<file path="config.mk">
export PLATFORM = sky130hd
export DESIGN_NAME = cla_seq_ctrl
export DESIGN_NICKNAME = d
export VERILOG_FILES = /design/src/rtl/cla_seq_ctrl.sv
export SDC_FILE = /design/constraint.sdc
export NUM_CORES = 1
export LEC_CHECK = 0
export ABC_AREA = 1
export CORE_MARGIN = 8
export CORE_UTILIZATION = 48
export CTS_CLUSTER_SIZE = 40
export DETAILED_ROUTE_END_ITERATION = 8
export HOLD_SLACK_MARGIN = 0.06
export PLACE_DENSITY = 0.73
export SLEW_MARGIN = 10
export SYNTH_ARGS = -nofsm -noshare
export SYNTH_HDL_FRONTEND = slang
export SYNTH_SLANG_ARGS = --single-unit
</file>
<file path="constraint.sdc">
create_clock -name clk -period 6.5 [get_ports clk]
set_clock_uncertainty 0.05 [all_clocks]
set_input_delay 1.625 -clock clk [delete_from_list [all_inputs] [get_ports clk]]
set_output_delay 1.625 -clock clk [all_outputs]
set_load 0.01 [all_outputs]
</file>
<file path="src/rtl/cla_seq_ctrl.sv">
// Nibble-serial WIDTH-bit add/subtract sequencer driving a shared 4-bit registered CLA adder.
// Optional signed-overflow output is enabled by defining CLA_SEQ_OVF_EN.
//
// state | meaning
// IDLE  | waiting for start_in, adder inputs held at 0
// ISSUE | slice k operands/carry presented to the adder
// WAIT  | absorbing the remaining adder latency (ADD_LAT-1 cycles)
// CAPT  | adder sum/carry for slice k valid, captured at end of cycle
// DONE  | one-cycle result pulse; start_in accepted here too
module cla_seq_ctrl #(
    parameter int WIDTH   = 16,
    parameter int ADD_LAT = 1
) (
    input  logic             clk,
    input  logic             rst,
    input  logic             start_in,
    input  logic             sub_in,
    input  logic [WIDTH-1:0] a_in,
    input  logic [WIDTH-1:0] b_in,
    input  logic             c0_in,
    output logic             busy_out,
    output logic             done_out,
    output logic [WIDTH-1:0] result_out,
    output logic             cout_out,
    output logic [3:0]       add_a_out,
    output logic [3:0]       add_b_out,
    output logic             add_c0_out,
    input  logic [3:0]       add_s_in,
    input  logic             add_c4_in
`ifdef CLA_SEQ_OVF_EN
    ,
    output logic             ovf_out
`endif
);

    localparam int NSLICE = WIDTH / 4;
    localparam int IW     = (NSLICE > 1) ? $clog2(NSLICE) : 1;
    localparam int WCW    = (ADD_LAT > 2) ? $clog2(ADD_LAT - 1) : 1;
    localparam logic [IW-1:0]  LAST_IDX  = IW'(NSLICE - 1);
    localparam logic [WCW-1:0] WAIT_LOAD = WCW'((ADD_LAT > 1) ? ADD_LAT - 2 : 0);

    typedef enum logic [2:0] {
        IDLE  = 3'd0,
        ISSUE = 3'd1,
        WAIT  = 3'd2,
        CAPT  = 3'd3,
        DONE  = 3'd4
    } state_t;

    state_t           state, state_nxt;
    logic [IW-1:0]    idx;
    logic [WCW-1:0]   wait_cnt;
    logic [WIDTH-1:0] op_a, op_b, acc, acc_nxt, b_eff;
    logic             accept, last_capt;

    assign accept    = start_in && ((state == IDLE) || (state == DONE));
    assign last_capt = (state == CAPT) && (idx == LAST_IDX);
    assign busy_out  = (state == ISSUE) || (state == WAIT) || (state == CAPT);
    assign done_out  = (state == DONE);
    assign b_eff     = sub_in ? ~b_in : b_in;
    // Sums are shifted in from the top so the accumulator is complete after NSLICE captures.
    assign acc_nxt   = (acc >> 4) | (WIDTH'(add_s_in) << (WIDTH - 4));

    always_ff @(posedge clk or posedge rst) begin
        if (rst) state <= IDLE;
        else     state <= state_nxt;
    end

    always_comb begin
        state_nxt = state;
        case (state)
            IDLE:  if (start_in) state_nxt = ISSUE;
            ISSUE: state_nxt = (ADD_LAT == 1) ? CAPT : WAIT;
            WAIT:  if (wait_cnt == '0) state_nxt = CAPT;
            CAPT:  state_nxt = (idx == LAST_IDX) ? DONE : ISSUE;
            DONE:  state_nxt = start_in ? ISSUE : IDLE;
            default: state_nxt = IDLE;
        endcase
    end

    always_ff @(posedge clk or posedge rst) begin
        if (rst) begin
            idx        <= '0;
            wait_cnt   <= '0;
            op_a       <= '0;
            op_b       <= '0;
            acc        <= '0;
            add_a_out  <= '0;
            add_b_out  <= '0;
            add_c0_out <= 1'b0;
        end else begin
            if (state == ISSUE)
                wait_cnt <= WAIT_LOAD;
            else if ((state == WAIT) && (wait_cnt != '0))
                wait_cnt <= wait_cnt - 1'b1;

            if (accept) begin
                idx        <= '0;
                acc        <= '0;
                add_a_out  <= a_in[3:0];
                add_b_out  <= b_eff[3:0];
                add_c0_out <= sub_in ? 1'b1 : c0_in;
                op_a       <= a_in >> 4;
                op_b       <= b_eff >> 4;
            end else if (state == CAPT) begin
                acc <= acc_nxt;
                idx <= idx + 1'b1;
                if (idx == LAST_IDX) begin
                    add_a_out  <= '0;
                    add_b_out  <= '0;
                    add_c0_out <= 1'b0;
                end else begin
                    // The adder's carry-out becomes the carry-in of the next slice.
                    add_a_out  <= op_a[3:0];
                    add_b_out  <= op_b[3:0];
                    add_c0_out <= add_c4_in;
                    op_a       <= op_a >> 4;
                    op_b       <= op_b >> 4;
                end
            end
        end
    end

    always_ff @(posedge clk or posedge rst) begin
        if (rst) begin
            result_out <= '0;
            cout_out   <= 1'b0;
        end else if (last_capt) begin
            result_out <= acc_nxt;
            cout_out   <= add_c4_in;
        end
    end

`ifdef CLA_SEQ_OVF_EN
    // During the last CAPT the adder inputs still hold the MSB slice.
    always_ff @(posedge clk or posedge rst) begin
        if (rst)
            ovf_out <= 1'b0;
        else if (last_capt)
            ovf_out <= (add_a_out[3] == add_b_out[3]) && (add_s_in[3] != add_a_out[3]);
    end
`endif

endmodule

</file>
Yosys cells after proc, flatten, opt, wreduce, memory -nomap -nowiden

Cells that the tools add are included.

Bits in registers: 80
Word-level logic and storage cells: 62

Add/sub/neg operators: 2
Equal/unequal tests: 8
Muxes and demuxes: 28
Bitwise operators: 2
Reductions and logical operators: 11

Operator list:

| cell                | count |
|---|---|
| $mux 16             | 9 |
| $mux 4              | 6 |
| $not 16->16         | 1 |
| $or 12x16->16       | 1 |
| $pmux 3 s5          | 1 |
| $mux 3              | 3 |
| $mux 1              | 7 |
| $eq 3x2->1 const B  | 2 |
| $ne 2x2->1 const B  | 3 |
| $mux 2              | 2 |
| $reduce_and 2->1    | 2 |
| $reduce_bool 2->1   | 2 |
| $eq 3x1->1 const B  | 1 |
| $eq 3x3->1 const B  | 1 |
| $logic_and 1x1->1   | 3 |
| $logic_not 3->1     | 1 |
| $logic_or 1x1->1    | 3 |
| $add 2x1->2 const B | 1 |
| $eq 2x2->1 const B  | 1 |
| $sub 1x1->1 const B | 1 |

Depth between registers and ports, before layout

Gate-level depths: netlist (run 1).

Depth after elaboration: 5
Mapped depth: 8

Least setup slack after synthesis (run 1)

OpenSTA, ideal clock, no wires.

Kind: register to output
Start point: reg state[1]
End point: out busy_out
Arrival: 0.933 ns
Required time: 4.825 ns
Slack: 3.892 ns
Cell stages (with the launch flop): 4
Path buffers: 1
Path through: dfrtp_1 > nor2_2 > buf_2 > nor2_1

Cells in the longest elaborated chain, start to end: 3
Elaborated cells between the ends (all ways): 5

RTL lines:

| what                                            | RTL line | RTL |
|---|---|---|
| start, declared                                 | 50       | `state_t state, state_nxt;` |
| start signal, assigned                          | 66       | `else state <= state_nxt;` |
| $eq 3x1->1 / $eq 3x2->1 (equally long branches) | 58       | `assign busy_out = (state == ISSUE) \|\| (state == WAIT) \|\| (state == CAPT);` |
| $logic_or 1x1->1                                | 58       |  |
| $logic_or 1x1->1 *                              | 58       |  |
| end, declared                                   | 21       | `output logic busy_out,` |

Mark *: on every way between the ends. The rest lies on a longest branch, timed or not.

Worst setup path after layout (run 1)

Start point: in start_in
End point: reg add_b_out[1]

Cells in the longest elaborated chain, start to end: 2
Elaborated cells between the ends (all ways): 3

RTL lines:

| what                                               | RTL line | RTL |
|---|---|---|
| start, declared                                    | 16       | `input logic start_in,` |
| $logic_and 1x1->1 *                                | 56       | `assign accept = start_in && ((state == IDLE) \|\| (state == DONE));` |
| $mux 4 / $reduce_bool 2->1 (equally long branches) | -        |  |
| end signal, assigned                               | 101      | `add_b_out <= b_eff[3:0];` |
| end signal, assigned                               | 115      | `add_b_out <= op_b[3:0];` |
| end, declared                                      | 26       | `output logic [3:0] add_b_out,` |

Marked as above.
A chain may end at the register's enable or synchronous reset.

==> summary.txt, run 1 <==
Timing
  • Max Clk Rate: ~270 MHz
  • Pins Over Slew Limit: 0
  • Setup violators final: 0
  • Final setup TNS: 0 ns
  • RSZ-0062 raised after global routing: no
  • Final Hold Viols: 0
  • WHS: approximately 0.42 ns
  • Post-layout min period: approximately 3.7 ns
  • Slew margin rel.: 0.447
  • Worst Tran Pin Value: between 0.8 and 0.9 ns
  • Final period util: 0.566

Floorplan
  • Starting density of the core: 0.495
  • Die X: 96.7 µm
  • Chip height: between 90 and 100 µm
  • I/O pin count: 70
  • DIE AREA: 9350 µm²
  • Core area: ~6300 µm²
  • # rows: 29

Global route
  • Grt met3 use: 0.0555
  • Initial antenna violation count: 0
  • Grt met2 use: 0.249
  • Largest net degree at the start of global routing: just under 70
  • Busiest layer in global routing: met2
  • Global-route wire length before repair: 12400 µm
  • Vias in the first global route: 2673
  • Global route overflow: 0
  • Met1 Use GR: 0.193
  • Total Routing Usage GR: 0.158

Power
  • VDD IR-drop max: 0.222 mV
  • Pwr dens: approximately 430 nW/µm²
  • Leakage dissipation: approximately 2.0 nW

Route
  • Wirelength per Cell: between 10 and 15 µm
  • Vias per cell: around 5
  • Detailed Route Iter0 Violations: about 120
  • Final WL: approximately 6900 µm
  • Residual DRC: 0
  • 1st-pass router iterations: 4
  • Vias post-DR: 2582
  • Antenna Violating Nets Remaining: 0

Worst setup path
  • Reg2Reg Depth: 7
  • Critical path required time: between 6 and 7 ns
  • Crit path kind: input pin to flop
  • Arrival time at the worst endpoint: roughly 3.9 ns
  • Worst Setup End Kind: flop
  • Startpoint Class: input pin
  • CP Max Fanout: 32

Hold path
  • Hold Path Depth: 2
  • Worst Hold Class: flop to flop

CTS
  • Post-CTS Resized: 0
  • Htree depth: 3
  • CTS tree: done
  • CTS Hold Bufs: 0
  • Clock Sinks: between 60 and 70
  • Post-CTS Repair Setup Buffers: 0
  • Root Buffer: clkbuf_8
  • CTS Buf Count: 9
  • Clock transition at path regs: ~0.070 ns
  • CTS max path bufs: 2
  • Clock latency on the worst-skew pair: 0.33 ns

Final layout
  • Filler instances: 594
  • Fin nets: 485
  • Layout area overhead: 27.9%
  • Fraction of layout cells with a size suffix above 1: 0.0539
  • N_diodes: 0

Yosys
  • Cell count after synthesis: around 380
  • Syn nets: 420
  • Number of synthesized register bits: slightly below 70
  • Synth cell types: 23
  • YS warnings: 0
  • Sequential-to-total area share from yosys stat: 0.544
  • Cell area after synthesis: roughly 3100 µm²
  • Avg Cell Area, Syn: 8.29 µm²

Place
  • Buffers on Ports: between 60 and 70
  • Placer Congestion: 0.798
  • Post-DP HPWL: about 5000 µm

Status
  • Status: completed

Job
  • Maxcap violations: 0
[where the power goes]
group          leakage [nW]  switching, mW  internal (mW)
Sequential            0.880         0.0869          0.597
Combinational          1.02          0.442          0.322
Clock                0.0783          0.145          0.144
[metal layers]
layer	share of wire	routed length, µm
met5	0	0
met4	0.017	121
met3	0.059	408
met1	0.46	3170
met2	0.47	3240
[path summary, 6_finish.rpt]
kind | from | to | slack, ns
max in group asynchronous | rst | acc[10] | 4.05
worst min register to register | op_a[2] | op_a[2] | 0.42
worst min-delay path | op_a[2] | op_a[2] | 0.42
min in group asynchronous | rst | state[0] | 1.81
worst max register to register | state[1] | add_b_out[1] | 4.34
worst max-delay path | start_in | add_b_out[1] | 2.82
[final cells by class]
class	count	area [µm²]	area share
sequential	68	1700	0.426
multi-input combinational	258	1210	0.302
timing repair buffer	71	706	0.177
clock buffer	12	145	0.0363
inverter	34	128	0.0319
tap	77	96.3	0.0241
clock inverter	2	12.5	0.00313
[state kept, by name, indices dropped and copies added, names as in the netlist]
| name | count |
|---|---|
| acc | 12 |
| cout_out | 1 |
| state | 3 |
| wait_cnt | 1 |
| result_out | 16 |
| add_b_out | 4 |
| op_b | 12 |
| idx | 2 |
| add_c0_out | 1 |
| op_a | 12 |
| add_a_out | 4 |
[cell usage after synthesis]
cell,count,area (µm²)
inv_1,33,124
o21ai_0,5,25.0
dfrtp_1,68,1700
nor2_4,1,11.3
ha_1,1,12.5
xnor2_1,4,35.0
a21oi_1,1,5.00
nand2_1,147,552
nand4_1,1,6.26
clkbuf_1,1,3.75
nor2_1,14,52.6
buf_2,14,70.1
buf_4,2,15.0
o22ai_1,13,81.3
nand3_1,32,160
nand2_2,4,25.0
xor2_1,8,70.1
a21boi_0,6,45.0
nor3_2,1,10.0
inv_2,1,3.75
nor2_8,1,20.0
nor2_2,1,6.26
o21ai_1,18,90.1
[cells by family (layout without fill, tap and decap cells)]
family / count (synthesis) / after routing / share of synthesized area
adder cells (fa/ha/maj): 1 / 1 / 0.00400
buffers and inverters: 51 / 119 / 0.0693
flip-flops: 68 / 68 / 0.544
AO/OA/AOI/OAI: 43 / 43 / 0.0789
XOR/XNOR: 12 / 12 / 0.0336
AND/OR/NAND/NOR: 202 / 202 / 0.270
[cells in the final DEF (no fill, tap or decap), types with 2 or more instances in the layout]
cell / synthesis / routed
clkbuf_1: 1 / 2
nand2_2: 4 / 4
xor2_1: 8 / 8
dfrtp_1: 68 / 68
inv_1: 33 / 32
o21ai_0: 5 / 5
o21ai_1: 18 / 18
clkbuf_8: 0 / 10
xnor2_1: 4 / 4
a21boi_0: 6 / 6
clkdlybuf4s50_1: 0 / 69
o22ai_1: 13 / 13
nand3_1: 32 / 32
nand2_1: 147 / 147
inv_2: 1 / 2
buf_4: 2 / 2
nor2_1: 14 / 14
[critical path, cell delays in order]
cell,delay [ns]
clkdlybuf4s50_1,0.86
nand2_2,0.51
nand2_2,0.49
inv_1,0.19
nand2_1,0.11
nand2_1,0.06
[stage by stage]
stage | power [mW] | instance area (µm²) | utilization | cells | setup slack (ns)
floorplan | 1.18 | 3130 | - | 377 | 3.11
global placement | 1.44 | 3840 | 0.608 | 508 | 2.57
detailed placement | 1.47 | 3840 | 0.608 | 508 | 2.51
CTS | 1.76 | 4000 | 0.633 | 522 | 2.84
global route | 1.89 | 4000 | 0.633 | 522 | 2.64
finish | 1.74 | 4000 | 0.633 | 522 | 2.82
(Power assumes the default switching activity.)
==> run 2: changes to the inputs <==
==> constraint.sdc (replaced) <==
create_clock -name clk -period 3.65 [get_ports clk]
set_clock_uncertainty 0.05 [all_clocks]
set_input_delay 0.9125 -clock clk [delete_from_list [all_inputs] [get_ports clk]]
set_output_delay 0.9125 -clock clk [all_outputs]
set_load 0.01 [all_outputs]
==> summary.txt, run 2 (same netlist as run 1, synthesis figures left out) <==
Status
  • Status: completed

Timing
  • Setup violators final: 0 (unchanged)
  • Final setup TNS: 0 ns (unchanged)
  • Post-layout min period: about 2.7 ns
  • Min setup slack post-route: 0.945 ns (-1.87 ns)
  • Worst Tran Pin Value: 0.770 ns (-0.0591 ns)
  • Slew margin rel.: 0.484 (+0.0375)
  • Final Hold Viols: 0 (unchanged)
  • Max Clk Rate: around 370 MHz
  • Pins Over Slew Limit: 0 (unchanged)
  • RSZ-0062 raised after global routing: no
  • Final period util: 0.741

Job
  • Maxcap violations: 0 (unchanged)

Worst setup path
  • Worst Setup End Kind: output pin
  • Startpoint Class: flop
  • Arrival time at the worst endpoint: 1.74 ns (-2.11 ns)
  • Critical path required time: 2.69 ns (-3.97 ns)
  • Crit path kind: flop to output pin
  • CP Max Fanout: 6 (-81%)

Route
  • 1st-pass router iterations: 4 (unchanged)
  • Vias post-DR: 2608 (+1.0%)
  • Wirelength per Cell: 13.5 µm (+1.9%)
  • Residual DRC: 0 (unchanged)
  • Detailed Route Iter0 Violations: 127 (+5.0%)
  • Antenna Violating Nets Remaining: 0 (unchanged)
  • Vias per cell: 4.93 (-0.33%)
  • Final WL: 7170 µm (+3.3%)

Global route
  • Global route overflow: 0 (unchanged)
  • Largest net degree at the start of global routing: 35 (-49%)
  • Initial antenna violation count: 0 (unchanged)
  • Total Routing Usage GR: 0.159 (+0.00164)
  • Global-route wire length before repair: 12500 µm (+0.72%)
  • Vias in the first global route: 2709 (+1.3%)

CTS
  • Post-CTS Repair Setup Buffers: 0 (unchanged)
  • CTS tree: done
  • Clock transition at path regs: 0.08 ns (about the same)
  • CTS max path bufs: 2 (unchanged)
  • CTS Buf Count: 9 (unchanged)
  • Clock latency on the worst-skew pair: 0.36 ns (+0.03 ns)
  • Root Buffer: clkbuf_8
  • Clock Sinks: 68 (unchanged)
  • CTS Hold Bufs: 0 (unchanged)
  • Htree depth: 3 (unchanged)
  • Post-CTS Resized: 0 (unchanged)

Final layout
  • Final instance area: 4100 µm² (+2.6%)
  • Fin nets: 490 (+1.0%)
  • Most frequent cells in the layout: 147 x nand2_1, 69 x clkdlybuf4s50_1, 68 x dfrtp_1
  • Largest register FFs: 16 (unchanged)
  • Fraction of layout cells with a size suffix above 1: 0.0730 (+0.0191)
  • Layout area overhead: 31.2%
  • Filler instances: 552 (-7.1%)
  • Non-filler instance count after layout: 529 (+1.3%)
  • Reg with most FFs: result_out
  • Most common cell after layout, fill and taps aside: nand2_1
  • N_diodes: 0 (unchanged)

Place
  • Cells after DPL: 513 (+0.98%)
  • Cell area after placement: 3880 µm² (+0.98%)
  • Post-DP HPWL: 5170 µm (+4.2%)
  • Placer Congestion: 0.804 (+0.83%)
  • Pre-CTS setup slack: 0.715 ns (-1.79 ns)
  • Buffers on Ports: 69 (unchanged)

Power
  • Gate power share: 0.419 (-0.021)
  • Pint: 2.04 mW (+92%)
  • Pwr dens: 806 nW/µm² (+85%)
  • Psw: 1.26 mW (+88%)
  • Leakage dissipation: 2.04 nW (+3.0%)
  • Sequential share of power: 0.370 (-0.024)
  • Clock Power Share: 0.212 (+0.046)
  • Switch share: 0.382 (-0.00514)
  • VDD IR-drop max: 0.419 mV (+88%)

Floorplan
  • Chip height: 96.7 µm (unchanged)
  • I/O pin count: 70 (unchanged)
  • Core area: 6310 µm² (unchanged)
  • Starting density of the core: 0.495 (unchanged)
  • # rows: 29 (unchanged)
  • Die X: 96.7 µm (unchanged)
  • DIE AREA: 9350 µm² (unchanged)

Hold path
  • Worst Hold Class: flop to flop
run 2: cell count changes in the layout (fill, tap and decap cells not counted):
cell,delta
buf_4,+5
bufinv_16,+2
clkbuf_1,-2
clkbuf_8,-1
clkinv_4,+3
clkinvlp_4,-1
inv_6,+1
run 2: path summary, 6_finish.rpt:
path | start | to | slack (ns) | cells after the start
min in group asynchronous | rst | state[2] | 0.87 | 2
hold reg to reg | op_a[10] | op_a[10] | 0.43 | 2
setup / recovery | state[2] | done_out | 0.95 | 3
setup reg to reg | idx[0] | op_a[0] | 1.74 | 6
max in group asynchronous | rst | result_out[10] | 1.98 | 3
hold / removal | op_a[10] | op_a[10] | 0.43 | 2
run 2: worst max-delay path: stages, from the launching register on:
cell             delay, ns
dfrtp_1               0.56
inv_1                 0.15
nor2_1                0.13
clkdlybuf4s50_1       0.54
run 2: routing by layer:
| metal | part of all wire | up-vias | track usage | wire, µm |
|---|---|---|---|---|
| met5 | 0 | - | 0 | 0 |
| met4 | 0.023 | 0 | 0.0805 | 168 |
| met3 | 0.069 | 14 | 0.0541 | 494 |
| met2 | 0.46 | 83 | 0.242 | 3270 |
| met1 | 0.45 | 1186 | 0.197 | 3240 |
| li1 | - | 1325 | - | - |
run 2: power groups by stage:
stage / clock network (mW) / logic, mW / registers, mW
floorplan: 0 / 0.845 / 1.26
global placement: 0 / 1.36 / 1.22
detailed placement: 0 / 1.40 / 1.23
CTS: 0.710 / 1.41 / 1.22
global route: 0.748 / 1.56 / 1.26
finish: 0.699 / 1.38 / 1.22
run 2: area by class of cell:
| type | count | area (µm²) | share of cell area |
|---|---|---|---|
| well taps | 77 | 96.3 | 0.0235 |
| repair buffers | 76 | 743 | 0.181 |
| clock buffers | 9 | 124 | 0.0302 |
| clock inverters | 7 | 100 | 0.0244 |
| multi-input cells | 258 | 1210 | 0.294 |
| inverters | 34 | 128 | 0.0311 |
| flip-flops and latches | 68 | 1700 | 0.415 |
run 2: stage by stage:
step / hold slack, ns / power, mW / util
after CTS: 0.429 / 3.34 / 0.649
after global placement: 0.405 / 2.59 / 0.614
after detailed placement: 0.411 / 2.63 / 0.614
after global routing: 0.448 / 3.56 / 0.649
final: 0.427 / 3.30 / 0.649
after floorplan: 0.392 / 2.11 / -
==> patch (settings of run 1) <==
`ADD_LAT`: 1 -> 2. Comments in the files are not updated.
--- a/src/rtl/cla_seq_ctrl.sv
+++ b/src/rtl/cla_seq_ctrl.sv
@@ -11,3 +11,3 @@
     parameter int WIDTH   = 16,
-    parameter int ADD_LAT = 1
+    parameter int ADD_LAT = 2
 ) (
Behaviour: not the same (a bounded check fails within 4 cycles, from zero or initial values and one cycle with rst high).
==> patch against run 1 <==
Critical path type unchanged; setup slack worse by 0.46 ns; cell area increased by 0.75%; fmax is 11% lower; sequential cell count did not move; total power grew 2.1%; largest cell class unchanged; critical path depth unchanged; routed wire length down 0.35%; sequential power decreased by 0.7%; via count fell by 1.7%; synthesized area rose by 0.96%.
==> patch: results (changes against run 1) <==
[clock_network]
cts_made_buffers=9  ; unchanged
post_cts_buffers=0  ; unchanged
h-tree-depth=3  ; unchanged
clkLatencyLatePin_ns=0.34
cts-resized-gates=0  ; unchanged
cts_buffer_depth=2  ; unchanged
cts_root_buf=clkbuf_8  ; unchanged

[final_layout]
final_layout_size_suffix_gt1_share_pct=6.55  ; was 5.39%
top_register=result_out  ; unchanged
nFillCells=536  ; was 594
diodes=0  ; unchanged
nNetsFinal=481  ; was 485
area_growth_syn_to_layout_pct=27.6  ; was 27.9%

[place]
postPlaceCellArea_sq_mm=0.00382  ; was 0.00384 sq mm
hpwl_um=4940  ; was 4970 um
portBuffers=69  ; unchanged
gp_congestion=0.745  ; was 0.798

[global_routing]
use_met3_pct=4.48  ; was 5.55%
grt_pass1_vias=2568  ; was 2673
grt_max_degree=69  ; unchanged
use_met2_pct=22.2  ; was 24.9%
grt_pass1_wl_um=12100  ; was 12400 um
grtUsageTotal_pct=15.4  ; was 15.8%
grt_util_met1_pct=20.5  ; was 19.3%

[route]
first_pass_iters=4  ; unchanged
drt-initial-drc-count=102  ; was 121
num_vias=2537  ; was 2582
wl_per_cell_um=13.3  ; about the same

[status]
status=complete, no violations  ; unchanged

[setup_path]
reg2reg_to=add_a_out[1]$_DFFE_PP0P_  ; was add_b_out[1]$_DFFE_PP0P_
r2r_cells=6  ; was 7
cpPeakStageDelay_ns=0.82  ; was 0.86 ns
arrival_ns=4.31  ; was 3.85 ns
reg2reg_from=state[1]$_DFFE_PP0P_  ; unchanged
slowest_stage=clkdlybuf4s50_1  ; unchanged
critical-path-top-delay-family=simple AND/OR/NAND/NOR gates  ; unchanged
worst-path-max-fanout=29  ; was 32
rrSetupSlack_ns=3.71  ; was 4.34 ns

[min_path]
hold_depth=2  ; unchanged
hold_path.startpoint=op_a[8]$_DFFE_PP0P_  ; was op_a[2]$_DFFE_PP0P_
hold_path_end=op_a[8]$_DFFE_PP0P_  ; was op_a[2]$_DFFE_PP0P_
hold_path_class=flip-flop to flip-flop  ; unchanged

[timing]
whs_ns=0.424  ; was 0.423 ns
worstMarginPinSlew_ns=0.950  ; was 0.830 ns

[synthesis]
synth_nets=418  ; was 420
yosys-top-cells-area=dfrtp_1, nand2_1, nand3_1  ; unchanged
synth_edf_count=0  ; unchanged
synthArstFlopShare_pct=100  ; unchanged
yosysUniqueCellTypes=24  ; was 23
ys_seq_area_share_pct=53.9  ; was 54.4%
synth_commonest_cells=nand2_1, dfrtp_1, inv_1  ; unchanged

[pwr]
p_leak_nw=1.99  ; was 1.98 nW
ir_worst_vdd_uv=232  ; was 222 uV

patch: cell count changes after synthesis, moves of 2 or more:
cell            run 1  this run
buf_4               2         6
buf_6               0         4
nand2_1           147       145
nor2_4              1         3
nand2_2             4         2
o21ai_1            18        22
nand3_1            32        28
o21ai_0             5         1
buf_2              14         6
patch: worst min-delay path, delay by kind of cell (launching register included):
family / cells / cell delay, ns
flip-flops: 1 / 0.35
AND/OR/NAND/NOR: 2 / 0.10
patch: worst max-delay path by stage:
stage / slack (ns) / start / cells past startpoint / end
after floorplan: 3.11 / rst / 1 / acc[10]$_DFFE_PP0P_
after detailed placement: 2.06 / start_in / 6 / add_b_out[2]$_DFFE_PP0P_
after global placement: 2.15 / start_in / 6 / add_a_out[0]$_DFFE_PP0P_
after CTS: 2.41 / start_in / 6 / add_a_out[1]$_DFFE_PP0P_
final: 2.36 / start_in / 6 / add_a_out[1]$_DFFE_PP0P_
after global routing: 2.13 / start_in / 6 / add_a_out[1]$_DFFE_PP0P_
patch: per-stage QoR:
step	cells	setup slack, ns
floorplan	375	3.11
global placement	504	2.15
detailed placement	504	2.06
CTS	520	2.41
global route	520	2.13
finish	520	2.36
patch: cells by family after synthesis:
logic type	after synthesis	share of synthesized area [%]
xor gates and xnor gates	13	3.61
DFF	68	53.9
and+or+nand+nor	195	25.7
buffers and inverters	54	8.37
AOI/OAI and AO/OA	44	8.01
adders and majority gates	1	0.396
patch: layer usage:
layer / share of wire (%) / wire [um] / vias to the layer above
met5: 0 / 0 / -
met4: 2.5 / 176 / 0
met3: 6.8 / 469 / 18
met2: 43 / 2990 / 90
met1: 47 / 3280 / 1131
li1: - / - / 1298
patch: cell type report:
| class | count | share of cell area [%] |
|---|---|---|
| flip-flops and latches | 68 | 42.3 |
| multi-input cells | 253 | 29.6 |
| repair buffers | 71 | 17.5 |
| clock buffers | 10 | 3.42 |
| inverters | 35 | 3.26 |
| well taps | 77 | 2.39 |
| clock inverters | 6 | 1.58 |
patch: power by group:
part / total (W) / switching, W / internal, W
logic: 0.000747 / 0.000433 / 0.000315
registers: 0.000679 / 0.0000879 / 0.000591
clock network: 0.000347 / 0.000160 / 0.000187
